**config.mk**
```make
export PLATFORM = sky130hd
export DESIGN_NAME = anc_i2s_tx_flat
export DESIGN_NICKNAME = d
export VERILOG_FILES = /design/src/rtl/anc_i2s_tx_if.sv /design/src/rtl/anc_i2s_tx.sv /design/src/flat_wrapper.sv
export SDC_FILE = /design/constraint.sdc
export NUM_CORES = 1
export LEC_CHECK = 0
export CORE_ASPECT_RATIO = 1.25
export CORE_MARGIN = 8
export CORE_UTILIZATION = 50
export CTS_CLUSTER_DIAMETER = 30
export DETAILED_ROUTE_END_ITERATION = 10
export GPL_TIMING_DRIVEN = 0
export PLACE_DENSITY = 0.85
export SLEW_MARGIN = 20
export SYNTH_ARGS = -nofsm -noshare
export SYNTH_HDL_FRONTEND = slang
export SYNTH_SLANG_ARGS = --single-unit
```
**constraint.sdc**
```tcl
create_clock -name clk -period 3 [get_ports clk]
set_input_delay 0.6 -clock clk [delete_from_list [all_inputs] [get_ports clk]]
set_output_delay 0.6 -clock clk [all_outputs]
set_load 0.01 [all_outputs]
```
**src/rtl/anc_i2s_tx_if.sv**
```systemverilog
// Controller-side handshake of the I2S output stage.
//   write_output : push strobe from the LMS controller, one clk per sample
//   out_sample   : sample captured when write_output=1
//   start_sample : one-clk frame-start pulse back to the controller
interface anc_i2s_tx_if #(
    parameter int unsigned DATASIZE = 24
);
    logic                write_output;
    logic [DATASIZE-1:0] out_sample;
    logic                start_sample;

    modport master (
        output write_output,
        output out_sample,
        input  start_sample
    );

    modport slave (
        input  write_output,
        input  out_sample,
        output start_sample
    );
endinterface

```
**src/rtl/anc_i2s_tx.sv**
```systemverilog
// I2S master transmitter for the noise-canceller output.
// Buffers controller samples in a small FIFO, sends each sample on both
// channels of one I2S frame and paces the controller with start_sample.
// Ports:
//   clk, rst_n  : clock, asynchronous active-low reset
//   enable      : 1 = run, 0 = idle (FIFO flushed, outputs quiet)
//   ctl         : controller handshake (write_output, out_sample, start_sample)
//   bclk, lrclk, sdata : I2S bit clock, word select (1 = right), serial data
//   overflow    : one-clk pulse when a push is dropped on a full FIFO
//   underflow   : one-clk pulse when a frame starts with an empty FIFO
//   fifo_level  : current FIFO occupancy
module anc_i2s_tx #(
    parameter int unsigned DATASIZE   = 24,
    parameter int unsigned SLOT       = 32,
    parameter int unsigned BCLK_DIV   = 4,
    parameter int unsigned FIFO_DEPTH = 2
) (
    input  logic                            clk,
    input  logic                            rst_n,
    input  logic                            enable,
    anc_i2s_tx_if.slave                     ctl,
    output logic                            bclk,
    output logic                            lrclk,
    output logic                            sdata,
    output logic                            overflow,
    output logic                            underflow,
    output logic [$clog2(FIFO_DEPTH+1)-1:0] fifo_level
);

    localparam int unsigned HALF  = BCLK_DIV / 2;
    localparam int unsigned DIV_W = (HALF > 1) ? $clog2(HALF) : 1;
    localparam int unsigned BIT_W = $clog2(2 * SLOT);
    localparam int unsigned LVL_W = $clog2(FIFO_DEPTH + 1);
    localparam int unsigned PTR_W = (FIFO_DEPTH > 1) ? $clog2(FIFO_DEPTH) : 1;
    localparam int unsigned IDX_W = (DATASIZE > 1) ? $clog2(DATASIZE) : 1;

    typedef enum logic {
        IDLE = 1'b0,
        RUN  = 1'b1
    } state_e;

    state_e              state_q;
    logic [DIV_W-1:0]    div_q;
    logic [BIT_W-1:0]    bit_q;
    logic                bclk_q;
    logic                lrclk_q;
    logic                sdata_q;
    logic [DATASIZE-1:0] hold_q;
    logic [PTR_W-1:0]    rd_ptr_q;
    logic [PTR_W-1:0]    wr_ptr_q;
    logic [LVL_W-1:0]    level_q;
    logic [LVL_W-1:0]    level_d;
    logic                start_q;
    logic                ovf_q;
    logic                unf_q;
    logic [DATASIZE-1:0] mem_q [FIFO_DEPTH];

    logic                run_c;
    logic                fall_c;
    logic                wrap_c;
    logic                pop_c;
    logic                push_c;
    logic                ovf_c;
    logic                unf_c;
    logic                sdata_c;
    logic [BIT_W-1:0]    bit_nxt_c;
    logic [BIT_W-1:0]    pos_c;
    logic [IDX_W-1:0]    idx_c;

    function automatic logic [PTR_W-1:0] ptr_inc(input logic [PTR_W-1:0] p);
        return (p == PTR_W'(FIFO_DEPTH - 1)) ? '0 : p + PTR_W'(1);
    endfunction

    // Bit-clock events, slot position of the next bit and FIFO push/pop decisions
    always_comb begin
        run_c     = 1'b0;
        fall_c    = 1'b0;
        wrap_c    = 1'b0;
        pop_c     = 1'b0;
        push_c    = 1'b0;
        ovf_c     = 1'b0;
        unf_c     = 1'b0;
        sdata_c   = 1'b0;
        bit_nxt_c = '0;
        pos_c     = '0;
        idx_c     = '0;
        level_d   = level_q;

        run_c     = (state_q == RUN) && enable;
        fall_c    = run_c && bclk_q && (div_q == DIV_W'(HALF - 1));
        wrap_c    = fall_c && (bit_q == BIT_W'(2 * SLOT - 1));
        bit_nxt_c = wrap_c ? '0 : bit_q + BIT_W'(1);
        pos_c     = (bit_nxt_c >= BIT_W'(SLOT)) ? bit_nxt_c - BIT_W'(SLOT) : bit_nxt_c;
        idx_c     = IDX_W'(DATASIZE - 32'(pos_c));
        // Position 0 is the one-bclk I2S delay slot; MSB goes out at position 1
        if ((pos_c >= BIT_W'(1)) && (pos_c <= BIT_W'(DATASIZE))) begin
            sdata_c = hold_q[idx_c];
        end

        pop_c   = wrap_c && (level_q != '0);
        unf_c   = wrap_c && (level_q == '0);
        // A pop on the same clk frees the slot, so a push into a full FIFO is accepted
        push_c  = run_c && ctl.write_output && ((level_q != LVL_W'(FIFO_DEPTH)) || pop_c);
        ovf_c   = run_c && ctl.write_output && !push_c;
        level_d = level_q + LVL_W'(push_c) - LVL_W'(pop_c);
    end

    // Sample storage; contents are don't-care while empty, so no reset
    always_ff @(posedge clk) begin
        if (push_c) begin
            mem_q[wr_ptr_q] <= ctl.out_sample;
        end
    end

    // Mode FSM, divider, bit counter, FIFO pointers and registered outputs
    always_ff @(posedge clk or negedge rst_n) begin
        if (!rst_n) begin
            state_q  <= IDLE;
            div_q    <= '0;
            bit_q    <= '0;
            bclk_q   <= 1'b0;
            lrclk_q  <= 1'b0;
            sdata_q  <= 1'b0;
            hold_q   <= '0;
            rd_ptr_q <= '0;
            wr_ptr_q <= '0;
            level_q  <= '0;
            start_q  <= 1'b0;
            ovf_q    <= 1'b0;
            unf_q    <= 1'b0;
        end else if (!enable || (state_q == IDLE)) begin
            // Idle, or leaving run: everything quiet and flushed.
            // Entering run is itself a frame start with an empty FIFO.
            state_q  <= enable ? RUN : IDLE;
            start_q  <= enable;
            div_q    <= '0;
            bit_q    <= '0;
            bclk_q   <= 1'b0;
            lrclk_q  <= 1'b0;
            sdata_q  <= 1'b0;
            hold_q   <= '0;
            rd_ptr_q <= '0;
            wr_ptr_q <= '0;
            level_q  <= '0;
            ovf_q    <= 1'b0;
            unf_q    <= 1'b0;
        end else begin
            start_q <= wrap_c;
            ovf_q   <= ovf_c;
            unf_q   <= unf_c;

            if (div_q == DIV_W'(HALF - 1)) begin
                div_q  <= '0;
                bclk_q <= ~bclk_q;
            end else begin
                div_q <= div_q + DIV_W'(1);
            end

            if (fall_c) begin
                bit_q   <= bit_nxt_c;
                lrclk_q <= (bit_nxt_c >= BIT_W'(SLOT));
                sdata_q <= sdata_c;
            end

            if (pop_c) begin
                hold_q   <= mem_q[rd_ptr_q];
                rd_ptr_q <= ptr_inc(rd_ptr_q);
            end else if (unf_c) begin
                hold_q <= '0;
            end

            if (push_c) begin
                wr_ptr_q <= ptr_inc(wr_ptr_q);
            end

            level_q <= level_d;
        end
    end

    assign ctl.start_sample = start_q;
    assign bclk             = bclk_q;
    assign lrclk            = lrclk_q;
    assign sdata            = sdata_q;
    assign overflow         = ovf_q;
    assign underflow        = unf_q;
    assign fifo_level       = level_q;

endmodule
```
**src/flat_wrapper.sv**
```systemverilog
// flat-port wrapper written by rule: the top's interface ports become plain ports
module anc_i2s_tx_flat 
#(
    parameter int unsigned DATASIZE   = 24,
    parameter int unsigned SLOT       = 32,
    parameter int unsigned BCLK_DIV   = 4,
    parameter int unsigned FIFO_DEPTH = 2
)
  (clk, rst_n, enable, bclk, lrclk, sdata, overflow, underflow, fifo_level, ctl_write_output, ctl_out_sample, ctl_start_sample);
  anc_i2s_tx_if #(.DATASIZE(DATASIZE)) ctl_i ();
  input  logic clk;
  input  logic rst_n;
  input  logic enable;
  output logic bclk;
  output logic lrclk;
  output logic sdata;
  output logic overflow;
  output logic underflow;
  output logic [$clog2(FIFO_DEPTH+1)-1:0] fifo_level;
  input wire logic [$bits(ctl_i.write_output)-1:0] ctl_write_output;
  input wire logic [$bits(ctl_i.out_sample)-1:0] ctl_out_sample;
  output wire logic [$bits(ctl_i.start_sample)-1:0] ctl_start_sample;
  assign ctl_i.write_output = ctl_write_output;
  assign ctl_i.out_sample = ctl_out_sample;
  assign ctl_start_sample = ctl_i.start_sample;
  anc_i2s_tx #(.DATASIZE(DATASIZE), .SLOT(SLOT), .BCLK_DIV(BCLK_DIV), .FIFO_DEPTH(FIFO_DEPTH)) u_core (.clk(clk), .rst_n(rst_n), .enable(enable), .ctl(ctl_i), .bclk(bclk), .lrclk(lrclk), .sdata(sdata), .overflow(overflow), .underflow(underflow), .fifo_level(fifo_level));
endmodule
```
==> flow_results.org <==
** Run status
- Result of the run :: finished clean

** Finish
- For this run, the number of standard cells in the final layout without fillers is around 450.
- At the end of the flow, the number of nets in the layout was between 300 and 400.
- At the end of the flow the core is filled with cells to between 60% and 70%.
- Filler Cell Count :: 588
- Layout overhead on the synthesized area :: 19.5%
- The finished cells cover about 0.0046 sq mm.
- Antenna cell count :: 0
- Layout cell share with drive strength beyond 1 :: 10.5%

** Synth
- When the netlist entered floorplanning its net count stood at 330.
- Yosys warnings :: 0
- Number of synthesized flops with an enable pin :: 48
- After synthesis, the mean cell area works out to around 13 sq um.
- Post-synth top flop :: edfxtp_1
- The share of the Yosys chip area taken by registers is 64.5%.
- In this run, synthesis produced a sequential element count of 90.
- Synthesized instance count :: ~300
- The mapped netlist covers about 0.0039 sq mm.
- The synthesized netlist contains 43 unique library cells.
- Of all flip-flops after synthesis, the portion carrying an async set or reset was a little under half.

** Placed design
- Detailed placement ended at an HPWL of 4880 um.
- Port buffering added 35 buffers.
- Placement Cell Area :: ~0.0044 sq mm
- The congestion estimate from routability-driven global placement came to 0.873.
- In this run, placement finished with an instance count of 428.

** Worst setup path
- For the worst setup path, the data arrival time is between 3 and 4 ns.
- Counting buffers and inverters, the worst setup path is 12 cells deep.
- The number of cells on the worst reg-to-reg path is 13.
- Data on the critical path is required at its endpoint by 3.22 ns.
- Crit path capture type :: register
- STA classifies the critical path startpoint as an input port.
- The number of buffers and inverters on the critical path is 4.
- Peak per-stage delay on the critical path :: 0.59 ns
- Traced cell by cell, the critical path runs through clkdlybuf4s50_1 -> nand4_1 -> nor3_4 -> o21ai_2 -> clkbuf_2 -> inv_1 -> ha_1 -> inv_1 -> ha_1 -> xor2_1 -> xnor2_1 -> nor2_1.
- Along the worst path, the maximum fanout reaches 10.
- Critical path's top delay family :: buffers and inverters
- Category of the critical setup timing path :: input port to register
- On the critical path, the stage with the largest delay is an instance of clkdlybuf4s50_1.

** Detailed routing
- Detailed routing inserted a total of ~2400 vias.
- Vias/cell :: about 5.4
- After detailed routing, the average wire length per cell comes to around 16 um.
- For this block, the initial DRC count from the detailed router was 132.
- Number of remaining DRC errors :: 0
- In this run the remaining antenna-violating nets after routing total 0.
- Summed over all layers, the routed wires come to around 7000 um.
- Drt pass-1 iters :: 4

** Timing
- Min cycle time layout :: 2.89 ns
- Setup violations remaining at the end of the flow were counted as 0.
- The max-slew violation total from the final report came to 0.
- The final count of hold timing violations came to 0.
- The clock arrives with 0.00894 ns of skew.
- The final critical path takes up 96.4% of the cycle.
- The worst pin sits at a relative slew slack of approximately half.
- For the pin with the worst max-slew slack, the measured transition is 0.762 ns.
- Based on the critical path, the design can be clocked at up to ~0.35 GHz.
- Setup total negative slack on the finished layout was measured at 0 ns.

** Global route
- Entering global routing, the biggest net connects 26 pins.
- Antenna violations before repair :: 0
- The first global-routing pass estimated 11900 um of wire.
- Number of global-route vias before repair :: roughly 2500
- Global routing used 14.3% of the available tracks.
- Grt ovf :: 0

** Floorplan
- The die covers between 0.01 and 0.015 sq mm.
- Measured along the x axis, the die boundary spans about 95 um.
- 36 I/O pins were placed.
- From bottom edge to top edge, the die measures ~110 um.
- The initial utilization of the core area, before any placement, comes to 50.5%.
- The floorplan has 36 rows.
- Placeable core region :: ~0.0077 sq mm

** Clock tree
- Buffers from clock root to sink, at most :: 2
- Clock tree synthesis found a total of 90 sinks.
- CTS root buffer :: clkbuf_8
- CTS tree :: built
- For this design, the CTS-stage hold fixing added 0 buffers.
- Clock input transition at the sequential cells of the worst setup and hold paths :: ~0.09 ns
- Clock buffers created by TritonCTS :: 9
- Clock network latency to the later pin of the worst-skew pair :: roughly 0.35 ns
- In this run the number of H-tree levels came out at 3.

** Power
- Total power density per cell area :: roughly 500 mW/mm^2
- In this run the static leakage power is 0.00177 uW.
- Maximum VDD drop :: around 380 uV

** Job
- Max-cap viol count :: 0

** Hold path
- The worst hold path belongs to the class input port to async pin.
==> routing by layer <==
metal | vias to the layer above | GRT usage (%) | part of all wire [%]
met1 | 1185 | 15.5 | 39
met4 | 0 | 7.62 | 2.5
li1 | 1174 | - | -
met5 | - | 0 | 0
met3 | 15 | 4.40 | 4.5
met2 | 54 | 24.2 | 54
==> synth_stat cells, drive strengths merged, types with 3 or more instances <==
cell,instances,area (sq um)
edfxtp,48,1440
dfrtp,42,1050
nand2,42,158
o21ai,33,165
mux2i,26,260
nor2,10,37.5
a21oi,9,45.0
clkbuf,9,35.0
nand3,9,45.0
buf,8,62.6
inv,7,26.3
xnor2,7,80.1
xor2,6,52.6
ha,5,62.6
or3,5,31.3
nor2b,4,25.0
a31oi,3,33.8
mux4,3,78.8
==> flip-flops by register name (all words and copies together), names as in the netlist, 2 cells and up <==
| register | count |
|---|---|
| u_core.bit_q | 6 |
| u_core.fifo_level | 2 |
| u_core.hold_q | 24 |
| u_core.mem_q | 48 |
==> cell type report <==
class / count / area [sq um] / share of cell area, %
Clock inverter: 4 / 76.3 / 1.65
Tap cell: 95 / 119 / 2.57
Clock buffer: 12 / 145 / 3.14
Timing Repair Buffer: 39 / 395 / 8.55
Sequential cell: 90 / 2490 / 53.9
Inverter: 7 / 26.3 / 0.568
Multi-Input combinational cell: 183 / 1270 / 27.5
Buffer: 17 / 98.8 / 2.14
==> final timing paths <==
check | from | endpoint | slack (ns)
max in group asynchronous | rst_n | u_core.hold_q[3]$_DFFE_PN0P_ | 2.35
min reg2reg | u_core.hold_q[22]$_DFFE_PN0P_ | u_core.hold_q[22]$_DFFE_PN0P_ | 0.48
min in group clk | u_core.hold_q[22]$_DFFE_PN0P_ | u_core.hold_q[22]$_DFFE_PN0P_ | 0.48
min | rst_n | u_core.hold_q[18]$_DFFE_PN0P_ | 0.18
max | enable | u_core.fifo_level[1]$_DFF_PN0_ | 0.11
max reg2reg | u_core.bit_q[1]$_DFFE_PN0P_ | u_core.fifo_level[1]$_DFF_PN0_ | 0.20
==> cells by family after synthesis <==
group	count (synthesis)	synth area share (%)
compound gates	56	8.83
xor+xnor	13	3.43
fa+ha+maj	5	1.62
buf+inv	24	3.20
flops	90	64.5
mux	29	8.77
simple gates	80	9.68
==> where the power goes <==
group / total, uW / internal [uW] / switching, uW / leakage [uW]
logic: 93.8 / 47.0 / 46.9 / 0.000643
clock network: 896 / 494 / 402 / 0.000107
registers: 1330 / 1320 / 6.25 / 0.00102
==> repair_timing <==
item	CTS	global route
pin swaps	0	2
resized for setup	4	0
endpoints found under the setup margin	24	1
buffers inserted	0	3
==> through the flow <==
stage	hold slack, ns	worst slack, ns	power (uW)
after floorplan	0.304	0.0951	1380
after global placement	0.455	-1.06	1440
after detailed placement	0.465	-0.483	1450
after CTS	0.173	0.0571	2340
after global routing	0.197	-0.0156	2400
final	0.177	0.108	2320
==> layout by cell type, fill, tap and decap left out, types with 2 or more instances in the layout <==
master / netlist / final
a211o_1: 2 / 2
clkbuf_8: 0 / 10
xor2_1: 6 / 6
a31oi_1: 2 / 2
bufinv_16: 0 / 2
xnor2_1: 6 / 6
or3_1: 5 / 5
dfrtp_1: 42 / 42
buf_4: 2 / 5
nand2_1: 42 / 42
edfxtp_1: 48 / 48
clkbuf_2: 1 / 2
buf_6: 3 / 3
mux4_1: 3 / 3
nor2_1: 10 / 10
clkbuf_1: 8 / 9
clkdlybuf4s50_1: 0 / 34
inv_1: 7 / 7
a211oi_1: 2 / 2
buf_2: 2 / 3
a21oi_1: 9 / 9
o21ai_0: 32 / 32
nand3_1: 9 / 9
mux2i_1: 26 / 26
ha_1: 5 / 5
nor2b_1: 4 / 3
No activity file was read; power rests on OpenSTA's default activity.
